===== config.mk =====
export PLATFORM = sky130hd
export DESIGN_NAME = syscall_unit
export DESIGN_NICKNAME = d
export VERILOG_FILES = /design/src/rtl/syscall_pkg.sv /design/src/rtl/syscall_fifo.sv /design/src/rtl/syscall_unit.sv
export SDC_FILE = /design/constraint.sdc
export NUM_CORES = 1
export LEC_CHECK = 0
export CAP_MARGIN = 20
export CORE_AREA = 8 8 139 141
export DETAILED_ROUTE_END_ITERATION = 10
export DIE_AREA = 0 0 147 149
export PLACE_DENSITY = 0.83
export RECOVER_POWER = 100
export SETUP_SLACK_MARGIN = 0.1
export SYNTH_ARGS = -nofsm -noshare
export SYNTH_HDL_FRONTEND = slang
export SYNTH_SLANG_ARGS = --single-unit

===== constraint.sdc =====
create_clock -name clk -period 7.7 [get_ports clk]
set_input_delay 1.155 -clock clk [delete_from_list [all_inputs] [get_ports clk]]
set_output_delay 1.155 -clock clk [all_outputs]
set_load 0.01 [all_outputs]

===== src/rtl/syscall_pkg.sv =====
// ----------------------------------------------------------------------------
// syscall_pkg : shared syscall codes, print-entry kinds and FSM states
// Revision    : 1.0
// ----------------------------------------------------------------------------
`default_nettype none

package syscall_pkg;

  localparam int SYS_PRINT_INT  = 1;
  localparam int SYS_EXIT       = 10;
  localparam int SYS_PRINT_CHAR = 11;
  localparam int SYS_EXIT2      = 17;

  localparam logic KIND_INT  = 1'b0;
  localparam logic KIND_CHAR = 1'b1;

  typedef enum logic [1:0] {
    RUN    = 2'd0,
    DRAIN  = 2'd1,
    HALTED = 2'd2
  } state_t;

endpackage

`default_nettype wire


===== src/rtl/syscall_fifo.sv =====
// ----------------------------------------------------------------------------
// syscall_fifo : print buffer with registered occupancy and valid/ready read side
// Revision     : 1.0
// ----------------------------------------------------------------------------
`default_nettype none

module syscall_fifo #(
  parameter int WIDTH = 33,
  parameter int DEPTH = 4
) (
  input  logic                           clk,
  input  logic                           rst,
  input  logic                           i_push,
  input  logic [WIDTH-1:0]               i_push_data,
  input  logic                           i_pop,
  output logic [WIDTH-1:0]               o_rd_data,
  output logic [$clog2(DEPTH+1)-1:0]     o_count,
  output logic                           o_full,
  output logic                           o_empty
);

  import syscall_pkg::*;

  localparam int AW = $clog2(DEPTH);
  localparam int CW = $clog2(DEPTH+1);

  logic [WIDTH-1:0] r_mem [DEPTH];
  logic [AW-1:0]    r_wr_ptr;
  logic [AW-1:0]    r_rd_ptr;
  logic [CW-1:0]    r_count;

  logic w_push;
  logic w_pop;

  // Guards use the registered occupancy only, so a pop never frees room for a same-cycle push when full.
  assign w_push = i_push & ~o_full;
  assign w_pop  = i_pop & ~o_empty;

  assign o_count = r_count;
  assign o_full  = (r_count == CW'(DEPTH));
  assign o_empty = (r_count == '0);

  // Read data is forced to zero when empty so outputs are clean after reset.
  assign o_rd_data = o_empty ? '0 : r_mem[r_rd_ptr];

  always_ff @(posedge clk) begin
    if (w_push) begin
      r_mem[r_wr_ptr] <= i_push_data;
    end
  end

  always_ff @(posedge clk or posedge rst) begin
    if (rst) begin
      r_wr_ptr <= '0;
      r_rd_ptr <= '0;
      r_count  <= '0;
    end else begin
      if (w_push) begin
        r_wr_ptr <= r_wr_ptr + AW'(1);
      end
      if (w_pop) begin
        r_rd_ptr <= r_rd_ptr + AW'(1);
      end
      case ({w_push, w_pop})
        2'b10:   r_count <= r_count + CW'(1);
        2'b01:   r_count <= r_count - CW'(1);
        default: r_count <= r_count;
      endcase
    end
  end

endmodule

`default_nettype wire


===== src/rtl/syscall_unit.sv =====
// ----------------------------------------------------------------------------
// syscall_unit : clocked MIPS syscall handler with buffered console output
// Revision     : 1.0
// ----------------------------------------------------------------------------
`default_nettype none

module syscall_unit #(
  parameter int XLEN  = 32,
  parameter int DEPTH = 4,
  parameter int CNT_W = 32
) (
  input  logic             clk,
  input  logic             rst,
  input  logic             syscall_valid,
  input  logic             instr_retire,
  input  logic [XLEN-1:0]  v0,
  input  logic [XLEN-1:0]  a0,
  output logic             stall,
  output logic             out_valid,
  input  logic             out_ready,
  output logic             out_kind,
  output logic [XLEN-1:0]  out_data,
  output logic             halt,
  output logic [7:0]       exit_code,
  output logic             illegal,
  output logic [CNT_W-1:0] cycle_count,
  output logic [CNT_W-1:0] instr_count
);

  import syscall_pkg::*;

  localparam int CW = $clog2(DEPTH+1);

  state_t           r_state;
  logic [7:0]       r_exit_code;
  logic             r_illegal;
  logic [CNT_W-1:0] r_cycle_count;
  logic [CNT_W-1:0] r_instr_count;

  logic             w_is_pint;
  logic             w_is_pchar;
  logic             w_is_exit;
  logic             w_is_exit2;
  logic             w_is_print;
  logic             w_is_any_exit;
  logic             w_in_run;
  logic             w_push;
  logic             w_pop;
  logic [XLEN:0]    w_push_data;
  logic [XLEN:0]    w_rd_data;
  logic [CW-1:0]    w_count;
  logic             w_full;
  logic             w_empty;

  // Codes are compared over the full register width; any upper bit set makes the code unknown.
  assign w_is_pint     = (v0 == XLEN'(SYS_PRINT_INT));
  assign w_is_pchar    = (v0 == XLEN'(SYS_PRINT_CHAR));
  assign w_is_exit     = (v0 == XLEN'(SYS_EXIT));
  assign w_is_exit2    = (v0 == XLEN'(SYS_EXIT2));
  assign w_is_print    = w_is_pint | w_is_pchar;
  assign w_is_any_exit = w_is_exit | w_is_exit2;
  assign w_in_run      = (r_state == RUN);

  assign w_push      = w_in_run & syscall_valid & w_is_print & ~w_full;
  assign w_push_data = w_is_pchar ? {KIND_CHAR, {(XLEN-8){1'b0}}, a0[7:0]}
                                  : {KIND_INT, a0};
  assign w_pop       = out_valid & out_ready;

  syscall_fifo #(
    .WIDTH (XLEN + 1),
    .DEPTH (DEPTH)
  ) u_fifo (
    .clk         (clk),
    .rst         (rst),
    .i_push      (w_push),
    .i_push_data (w_push_data),
    .i_pop       (w_pop),
    .o_rd_data   (w_rd_data),
    .o_count     (w_count),
    .o_full      (w_full),
    .o_empty     (w_empty)
  );

  assign out_valid   = ~w_empty;
  assign out_kind    = w_rd_data[XLEN];
  assign out_data    = w_rd_data[XLEN-1:0];
  assign halt        = (r_state == HALTED);
  assign exit_code   = r_exit_code;
  assign illegal     = r_illegal;
  assign cycle_count = r_cycle_count;
  assign instr_count = r_instr_count;

  // An exit stalls in the cycle it is seen so the CPU never commits past it.
  assign stall = ~w_in_run
               | (syscall_valid & (w_is_any_exit | (w_is_print & w_full)));

  always_ff @(posedge clk or posedge rst) begin
    if (rst) begin
      r_state       <= RUN;
      r_exit_code   <= 8'd0;
      r_illegal     <= 1'b0;
      r_cycle_count <= '0;
      r_instr_count <= '0;
    end else begin
      case (r_state)
        RUN: begin
          if (syscall_valid) begin
            if (w_is_any_exit) begin
              r_exit_code <= w_is_exit2 ? a0[7:0] : 8'd0;
              r_state     <= DRAIN;
            end else if (!w_is_print) begin
              r_illegal <= 1'b1;
            end
          end
        end
        DRAIN: begin
          if (w_count == '0) begin
            r_state <= HALTED;
          end
        end
        default: r_state <= HALTED;
      endcase

      if ((r_state != HALTED) && (r_cycle_count != '1)) begin
        r_cycle_count <= r_cycle_count + CNT_W'(1);
      end
      if (w_in_run && instr_retire && (r_instr_count != '1)) begin
        r_instr_count <= r_instr_count + CNT_W'(1);
      end
    end
  end

endmodule

`default_nettype wire


==> flow_summary.json, run 1 <==
{
  "clkSinkCount": 214,
  "dp.cells": 992,
  "cts_tree": "built",
  "rr_worst_depth": 3,
  "hold_viol_final": 0,
  "ys_dominant_reg_cell": "edfxtp_1",
  "cp-end-kind": "output port",
  "worst_ir_drop_vdd_v": 0.000218,
  "synth-edff-count": 132,
  "syn2layout_area_growth_pct": 29.7,
  "overflow": 0,
  "ctsHoldBuffers": 0,
  "reg2reg_from": "r_state[1]",
  "async_flop_share_pct": 38.3,
  "drt_iter0_markers": 306,
  "path_buf_inv": 2,
  "powerDensity_nw_per_um2": 287,
  "drtAntennaViolNets": 0,
  "layout_setup_ws_ps": 2100,
  "cts_max_level": 1,
  "nFillCells": 1127,
  "crit_end": "out_data[1]",
  "grt_max_degree": 83,
  "dp_slack_ps": 3290,
  "worst-path-stages": 4,
  "layoutNonFillerInstCount": 1034,
  "grt_usage_pct": 19.1,
  "fp-row-count": 48,
  "avgViaCountPerCell": 5.67,
  "cp_data_required_time_ps": 6550,
  "io_buffers": 177,
  "synth_cell_types": 47,
  "globalplace.congestion": 0.846,
  "cts_setup_buffers": 0,
  "globalRouteMet1Util_pct": 23.7,
  "syn_avg_cell_area_um2": 15.1,
  "grt_setup_unrepaired": "no",
  "clockBufferDepth": 3,
  "finalCritPeriodShare_pct": 72.7,
  "grt_pass1_vias": 6261,
  "antenna_found_initial": 2,
  "avgRoutedWirePerCell_um": 20.5,
  "fp.dieH_um": 149,
  "syn_area_um2": 9210,
  "yosys_warnings": 0,
  "drcViolationCount": 0,
  "setup_tns_ps": 0,
  "synth_nets": 686,
  "crit_path_top_delay_cell": "clkbuf_1",
  "vias": 5858,
  "timing.rr.end": "u_fifo.r_mem[0][30]",
  "coreArea_um2": 17100,
  "slew_headroom_pct": -96.9,
  "cap_violations": 9,
  "ys_top_cells_by_area": "edfxtp_1, dfrtp_1, mux4_2, xnor2_1, and2_1",
  "crit_chain": "clkbuf_1, mux4_2, and2_1, dlygate4sd3_1",
  "postCtsResizedCells": 0,
  "worst_slew_pin_slew_ps": 2950,
  "status": "finished, violations left",
  "synth_area_leader_cell": "edfxtp_1",
  "startpoint_type": "flip-flop",
  "synth_top_area_share_pct": 43.0,
  "fp.dieArea_um2": 21900,
  "slew_viol_final": 295,
  "max_freq_mhz": 179,
  "min_path_type": "reg -> reg",
  "hold_slack_ps": 509,
  "grt_use_met2_pct": 32.6,
  "path_clk_slew_ps": 60,
  "synthCells": 609,
  "dpl.hpwl_um": 13900,
  "r2r_slack_ps": 4300,
  "fin_crit_ps": 5600,
  "firstDrtPassIters": 4,
  "final_common_cell": "edfxtp_1",
  "initial_core_util_pct": 54.0,
  "crit_start": "u_fifo.r_rd_ptr[0]",
  "wirelength_um": 21200,
  "diodes": 0,
  "finalClockSkew_ps": 19.5,
  "power_leakage_nw": 4.59,
  "postLayoutCellArea_um2": 11900,
  "cp_max_fo": 35,
  "ys_seq_elements": 214,
  "clk_latency_ps": 500,
  "grt.busiest_layer": "met2",
  "ys_seq_area_share_pct": 65.3,
  "final-setup-viol-count": 0,
  "pin_count": 178,
  "critical_path_arrival_ps": 4450,
  "crit_family": "buffers and inverters",
  "drive_gt1_share_pct": 9.89,
  "cts_buffers": 22,
  "final_nets": 870,
  "layout_common_cells": "edfxtp_1, dlygate4sd3_1, dfrtp_1",
  "path_class": "reg -> out",
  "grt_pass1_wl_um": 33700,
  "use_met3_pct": 5.43,
  "root_buffer": "clkbuf_16",
  "fp.dieW_um": 147,
  "violations": "capacitance limit, slew limit",
  "place_area_um2": 11200,
  "critPathMaxStageDelay_ps": 2090
}
-- cell usage after synthesis (2+ instances only) --
library cell    n
edfxtp_1      132
dfrtp_1        82
xnor2_1        56
and2_1         43
nand4_1        34
mux4_2         33
nor2b_1        27
nand3_1        26
nand2_1        25
nor2_1         18
and3_1         15
clkbuf_1       15
xor2_1         12
and4_1         10
inv_1          10
a22o_1          8
buf_2           7
ha_1            7
nor3_1          7
nor4_1          7
mux2_2          3
o21ai_0         3
a21o_1          2
and3_2          2
nor3b_1         2
nor4_4          2
-- state kept, by name, summed over array words and instances, names as in the netlist --
name,cells
u_fifo.r_mem,132
cycle_count,32
instr_count,32
exit_code,8
u_fifo.o_count,3
r_state,2
u_fifo.r_rd_ptr,2
u_fifo.r_wr_ptr,2
illegal,1
-- cell type report --
class	instances	area [um^2]	area share, %
Sequential cell	214	6020	50.4
Tap cell	225	282	2.36
Timing Repair Buffer	183	1800	15.1
Clock buffer	30	653	5.47
Clock inverter	10	149	1.25
Multi-Input combinational cell	362	3010	25.2
Inverter	10	38.8	0.325
-- where the power goes --
group          internal [mW]  leakage [nW]  switching, mW
Clock                  0.727         0.399          0.423
Sequential              1.27          2.28         0.0654
Combinational          0.515          1.91          0.422
-- metrics by stage --
step	power (mW)	utilization [%]
global placement	2.35	65.7
CTS	3.52	70.4
floorplan	1.91	-
finish	3.43	70.0
global route	3.58	70.0
detailed placement	2.36	65.7
-- logic make-up (layout without fill, tap and decap cells) --
| kind of cell | after synthesis | count (layout) | share of synthesized area [%] |
|---|---|---|---|
| DFF | 214 | 214 | 65.3 |
| adders and majority gates | 8 | 8 | 1.17 |
| AOI/OAI and AO/OA | 21 | 21 | 1.96 |
| buffers and inverters | 33 | 233 | 1.44 |
| xor gates and xnor gates | 68 | 68 | 6.47 |
| and+or+nand+nor | 228 | 228 | 15.1 |
| muxes | 37 | 37 | 8.55 |
-- worst min-delay path by stage --
| stage | start | end | cells after the start |
|---|---|---|---|
| after floorplan | r_state[1] | r_state[1] | 1 |
| after global placement | illegal | illegal | 1 |
| after detailed placement | illegal | illegal | 1 |
| after CTS | instr_count[23] | instr_count[23] | 1 |
| after global routing | exit_code[3] | exit_code[3] | 1 |
| final | exit_code[7] | exit_code[7] | 1 |
-- worst reg2reg max path, stage by stage (launching register included) --
cell and delay (ps):
dfrtp_1 420, nor2_1 220, and4_1 380, and2_0 1920
-- per-layer routing --
layer	up-vias	wire length, um
met2	195	10600
met4	4	361
met1	2973	8650
met5	-	24
met3	32	1560
li1	2654	-
No activity file was read; power rests on OpenSTA's default activity.
==> inputs of run 2 (changes only) <==
--- a/config.mk
+++ b/config.mk
@@ -6,10 +6,10 @@
 export NUM_CORES = 1
 export LEC_CHECK = 0
 export CAP_MARGIN = 20
-export CORE_AREA = 8 8 139 141
+export CORE_AREA = 8 8 149 151
 export DETAILED_ROUTE_END_ITERATION = 10
-export DIE_AREA = 0 0 147 149
-export PLACE_DENSITY = 0.83
+export DIE_AREA = 0 0 157 159
+export PLACE_DENSITY = 0.76
 export RECOVER_POWER = 100
 export SETUP_SLACK_MARGIN = 0.1
 export SYNTH_ARGS = -nofsm -noshare
==> constraint.sdc (replaced) <==
create_clock -name clk -period 5.05 [get_ports clk]
set_input_delay 0.7575 -clock clk [delete_from_list [all_inputs] [get_ports clk]]
set_output_delay 0.7575 -clock clk [all_outputs]
set_load 0.01 [all_outputs]
==> run 2 against run 1 <==
The run still ends with capacitance limit, slew limit left. Critical path depth up 2. Non-clock buffer count down 2. Cell count up 4.2%. Clock-buffer cell count down 3. Sequential share of layout area down 0.15 points. Clock power up 49%. Critical endpoint is now u_fifo.r_mem[1][25]. Highest routed layer is now met4.
==> flow_summary.json, run 2 (synthesis gave the netlist of run 1 again) <==
{
  "status": "finished, violations left",
  "violations": "capacitance limit, slew limit",
  "setup_tns_ps": 0,
  "finalCritPeriodShare_pct": 75.7,
  "path_clk_slew_ps": 70,
  "holdPathEnd": "illegal",
  "avgRoutedWirePerCell_um": 20.0,
  "crit_path_top_delay_cell": "and2_1",
  "overflow": 0,
  "slew_headroom_pct": -52.4,
  "r2r_slack_ps": 2240,
  "multi_input_area_um2": 3010,
  "crit_family": "simple AND/OR/NAND/NOR gates",
  "fp.dieH_um": 159,
  "layout_common_cells": "edfxtp_1, dlygate4sd3_1, dfrtp_1, clkdlybuf4s50_1, xnor2_1",
  "critPathMaxStageDelay_ps": 1350,
  "timing.rr.end": "instr_count[1]",
  "ctsHoldBuffers": 0,
  "antenna_found_initial": 0,
  "nFillCells": 1530,
  "hold_depth": 1,
  "worst_slew_pin_slew_ps": 2270,
  "max_freq_mhz": 262,
  "powerDensity_nw_per_um2": 436,
  "final_common_cell": "edfxtp_1",
  "cts_max_level": 1,
  "vias": 5819,
  "grt_pass1_vias": 6228,
  "cp-end-kind": "flip-flop",
  "grt_setup_unrepaired": "no",
  "fp-row-count": 52,
  "grt_usage_pct": 17.0,
  "largest-register": "u_fifo.r_mem",
  "min_path_type": "reg -> reg",
  "path_buf_inv": 1,
  "syn2layout_area_growth_pct": 30.1,
  "grt_max_degree": 52,
  "postCtsResizedCells": 0,
  "reg2reg_from": "instr_count[0]",
  "root_buffer": "clkbuf_16",
  "path_class": "in -> reg",
  "drt_iter0_markers": 414,
  "largest_register_ffs": 132,
  "cap_violations": 5,
  "dp.cells": 1035,
  "clkSinkCount": 214,
  "slew_viol_final": 163,
  "clk_latency_ps": 500,
  "fp.dieArea_um2": 25000,
  "layoutNonFillerInstCount": 1077,
  "pin_count": 178,
  "seq_area_um2": 6020,
  "cp_max_fo": 33,
  "cp_data_required_time_ps": 5130,
  "finalClockSkew_ps": 17.1,
  "clockBufferDepth": 3,
  "dpl.hpwl_um": 14600,
  "wirelength_um": 21500,
  "crit_chain": "dlygate4sd3_1, nor4_1, nand4_1, nor2_1, and4_1, and2_1",
  "worst_ir_drop_vdd_v": 0.000276,
  "hold_viol_final": 0,
  "startpoint_type": "input pin",
  "firstDrtPassIters": 5,
  "critical_path_arrival_ps": 3900,
  "rr_worst_depth": 6,
  "grt_pass1_wl_um": 34000,
  "avgViaCountPerCell": 5.40,
  "hp-start": "illegal",
  "final_nets": 868,
  "coreArea_um2": 19800,
  "drtAntennaViolNets": 0,
  "globalplace.congestion": 0.874,
  "drive_gt1_share_pct": 10.4,
  "fin_crit_ps": 3820,
  "fp.dieW_um": 157,
  "cts_setup_buffers": 0,
  "drcViolationCount": 0,
  "power_leakage_nw": 4.55,
  "cts_buffers": 22,
  "initial_core_util_pct": 46.4,
  "final-setup-viol-count": 0,
  "cts_tree": "built",
  "diodes": 0,
  "io_buffers": 177
}
run 2: worst max path at each step:
stage,start,endpoint,slack [ps],depth (start not counted)
after floorplan,v0[17],u_fifo.r_mem[0][0],2050,6
after global placement,v0[0],stall,1410,6
after detailed placement,v0[17],u_fifo.r_mem[3][30],1310,6
after CTS,v0[17],stall,1430,6
after global routing,v0[17],u_fifo.r_mem[1][25],1000,6
final,v0[17],u_fifo.r_mem[1][25],1230,6
run 2: worst reg2reg max path, delay by kind of cell (launching register included):
| kind | cells | cell delay [ps] |
|---|---|---|
| mux | 1 | 420 |
| flops | 1 | 410 |
| buf+inv | 1 | 760 |
| compound gates | 1 | 320 |
| simple gates | 2 | 560 |
| fa+ha+maj | 1 | 250 |
run 2: cell type report:
class                           count  share of cell area [%]
Tap cell                          270                    2.82
Timing Repair Buffer              181                    15.1
Sequential cell                   214                    50.2
Multi-Input combinational cell    362                    25.1
Inverter                           10                   0.324
Clock buffer                       27                    5.01
Clock inverter                     13                    1.43
run 2: per-stage QoR:
stage / hold WS (ps) / setup slack [ps] / total power [mW] / instance area, um^2 / utilization, %
5_1_grt: 514 / 995 / 5.45 / 12000 / 60.4
3_3_place_gp: 484 / 1410 / 3.58 / 11200 / 56.6
2_1_floorplan: 477 / 2050 / 2.91 / 9210 / -
3_5_place_dp: 476 / 1310 / 3.63 / 11300 / 56.7
4_1_cts: 503 / 1430 / 5.35 / 12000 / 60.6
6_report: 494 / 1230 / 5.22 / 12000 / 60.4
run 2: layer usage:
layer / part of all wire, % / track usage (%) / vias to the layer above
li1: - / - / 2644
met1: 42 / 21.9 / 2908
met2: 48 / 27.9 / 240
met3: 9.2 / 5.08 / 27
met4: 1.4 / 3.63 / 0
met5: 0 / 0 / -
run 2: where the power goes:
part | switching, mW | internal, mW | leakage (nW) | total, mW
logic | 0.576 | 0.813 | 1.90 | 1.39
clock network | 0.654 | 1.05 | 0.368 | 1.71
registers | 0.183 | 1.94 | 2.28 | 2.12
total | 1.41 | 3.81 | 4.55 | 5.22
==> inputs of run 3 (changes only) <==
==> constraint.sdc (replaced) <==
create_clock -name clk -period 3.4 [get_ports clk]
set_input_delay 0.51 -clock clk [delete_from_list [all_inputs] [get_ports clk]]
set_output_delay 0.51 -clock clk [all_outputs]
set_load 0.01 [all_outputs]
==> run 3 against run 2 <==
Cell count rose by 0.74%. Power rose by 53%. Routed wire length increased by 1.1%. Clock skew is 6.6 ps lower. Via count grew 1.2%. Critical endpoint is now out_data[3]. Setup slack lost 1000 ps. The run still ends with capacitance limit, slew limit left. First-iteration DRC count is 18% lower. Highest routed layer unchanged. Largest cell class unchanged. Sequential power up 50%. Clock power increased by 60%. Largest power group unchanged.
==> flow_summary.json, run 3 (synthesis gave the netlist of run 1 again) <==
{
  "status": "finished, violations left",
  "violations": "capacitance limit, slew limit",
  "layoutNonFillerInstCount": 1085,
  "powerDensity_nw_per_um2": 659,
  "avgViaCountPerCell": 5.43,
  "hold_viol_final": 0,
  "final-setup-viol-count": 0,
  "worst_ir_drop_vdd_v": 0.000450,
  "cp-end-kind": "output port",
  "final_common_cell": "edfxtp_1",
  "root_buffer": "clkbuf_16",
  "ctsHoldBuffers": 0,
  "slew_viol_final": 50,
  "cap_violations": 1,
  "fin_crit_ps": 3210,
  "antenna_found_initial": 0,
  "vias": 5891,
  "dpl.hpwl_um": 14500,
  "firstDrtPassIters": 4,
  "cp_data_required_time_ps": 2890,
  "clkSinkCount": 214,
  "critical_path_arrival_ps": 2700,
  "holdPathEnd": "illegal",
  "setup_tns_ps": 0,
  "reg2reg_from": "instr_count[0]",
  "timing.rr.end": "instr_count[4]",
  "path_clk_slew_ps": 60,
  "slew_headroom_pct": -44.7,
  "grt_setup_unrepaired": "yes",
  "fp.dieArea_um2": 25000,
  "pin_count": 178,
  "startpoint_type": "flip-flop",
  "finalCritPeriodShare_pct": 94.4,
  "r2r_slack_ps": 530,
  "grt_pass1_vias": 6338,
  "io_buffers": 177,
  "dp.cells": 1044,
  "crit_family": "buffers and inverters",
  "drive_gt1_share_pct": 11.8,
  "diodes": 0,
  "clk_latency_ps": 490,
  "path_buf_inv": 2,
  "hp-start": "illegal",
  "power_leakage_nw": 4.61,
  "path_class": "reg -> out",
  "fp-row-count": 52,
  "grt_pass1_wl_um": 34600,
  "syn2layout_area_growth_pct": 31.3,
  "coreArea_um2": 19800,
  "clockBufferDepth": 3,
  "drtAntennaViolNets": 0,
  "overflow": 0,
  "cts_setup_buffers": 0,
  "globalplace.congestion": 0.853,
  "finalClockSkew_ps": 10.4,
  "crit_path_top_delay_cell": "dfrtp_4",
  "initial_core_util_pct": 46.4,
  "dp_slack_ps": 244,
  "cp_max_fo": 20,
  "largest_register_ffs": 132,
  "final_nets": 876,
  "avgRoutedWirePerCell_um": 20.1,
  "layout_setup_ws_ps": 192,
  "crit_chain": "buf_6, mux4_2, and2_0, clkdlybuf4s50_1",
  "cts_tree": "built",
  "drt_iter0_markers": 339,
  "grt_max_degree": 50,
  "min_path_type": "reg -> reg",
  "rr_worst_depth": 7,
  "cts_max_level": 1,
  "layout_common_cells": "edfxtp_1, clkdlybuf4s50_1, dlygate4sd3_1",
  "wirelength_um": 21800,
  "hold_depth": 1,
  "largest-register": "u_fifo.r_mem",
  "cts_buffers": 23,
  "worst_slew_pin_slew_ps": 2160,
  "drcViolationCount": 0,
  "fp.dieW_um": 157,
  "grt_usage_pct": 17.4,
  "critPathMaxStageDelay_ps": 620,
  "max_freq_mhz": 312,
  "fp.dieH_um": 159
}
==> run 3: cell types whose count changed in the layout (fill, tap and decap cells not counted), sizes merged <==
cell / previous run / this run
clkinvlp: 5 / 4
clkdlybuf4s50: 80 / 89
inv: 9 / 10
bufinv: 4 / 6
clkbuf: 29 / 35
dlygate4sd3: 97 / 88
==> run 3: power breakdown <==
part | leakage [nW] | total (mW) | internal (mW) | switching (mW)
Combinational | 1.93 | 2.07 | 1.22 | 0.842
Clock | 0.403 | 2.73 | 1.74 | 0.987
Sequential | 2.28 | 3.18 | 2.89 | 0.291
Total | 4.61 | 7.97 | 5.85 | 2.12
==> run 3: area by class of cell <==
class	instances	area [um^2]
Tap cell	270	338
Sequential cell	214	6020
Multi-Input combinational cell	362	3020
Timing Repair Buffer	188	1830
Fill cell	1519	7750
Clock buffer	26	607
Inverter	10	38.8
Clock inverter	15	235
==> run 3: worst max path at each step <==
stage	startpoint	end	cells past startpoint
after floorplan	v0[17]	u_fifo.r_mem[0][0]	6
after global placement	v0[17]	u_fifo.o_count[2]	12
after detailed placement	v0[17]	u_fifo.o_count[2]	12
after CTS	u_fifo.r_rd_ptr[0]	out_data[0]	4
after global routing	u_fifo.o_count[2]	out_data[21]	5
final	u_fifo.r_rd_ptr[0]	out_data[3]	4
==> run 3: layer usage <==
| layer | vias up | track usage [%] | part of all wire (%) |
|---|---|---|---|
| li1 | 2674 | - | - |
| met1 | 2969 | 22.4 | 43 |
| met2 | 221 | 28.5 | 48 |
| met3 | 27 | 5.54 | 8.4 |
| met4 | 0 | 3.32 | 1.3 |
| met5 | - | 0 | 0 |
==> run 3: worst register-to-register path, delay by kind of cell (launching register included) <==
kind                     cells  cell delay [ps]
AND/OR/NAND/NOR              3              820
buffers and inverters        1              670
AO/OA/AOI/OAI                1              450
flip-flops                   1              420
adder cells (fa/ha/maj)      1              240
XOR/XNOR                     1              170
==> run 3: stage by stage <==
stage / area, um^2 / total power, mW / util [%] / hold slack (ps)
final: 12100 / 7.97 / 60.9 / 487
after CTS: 12200 / 8.18 / 61.6 / 498
after global placement: 11400 / 5.37 / 57.4 / 485
after global routing: 12100 / 8.36 / 60.9 / 502
after detailed placement: 11400 / 5.41 / 57.4 / 474
after floorplan: 9210 / 4.32 / - / 477
==> run 3: what timing repair did <==
item	4_1_cts	5_1_grt
endpoints found under the setup margin	0	23
hold endpoints to repair	0	0
resized for setup	0	1
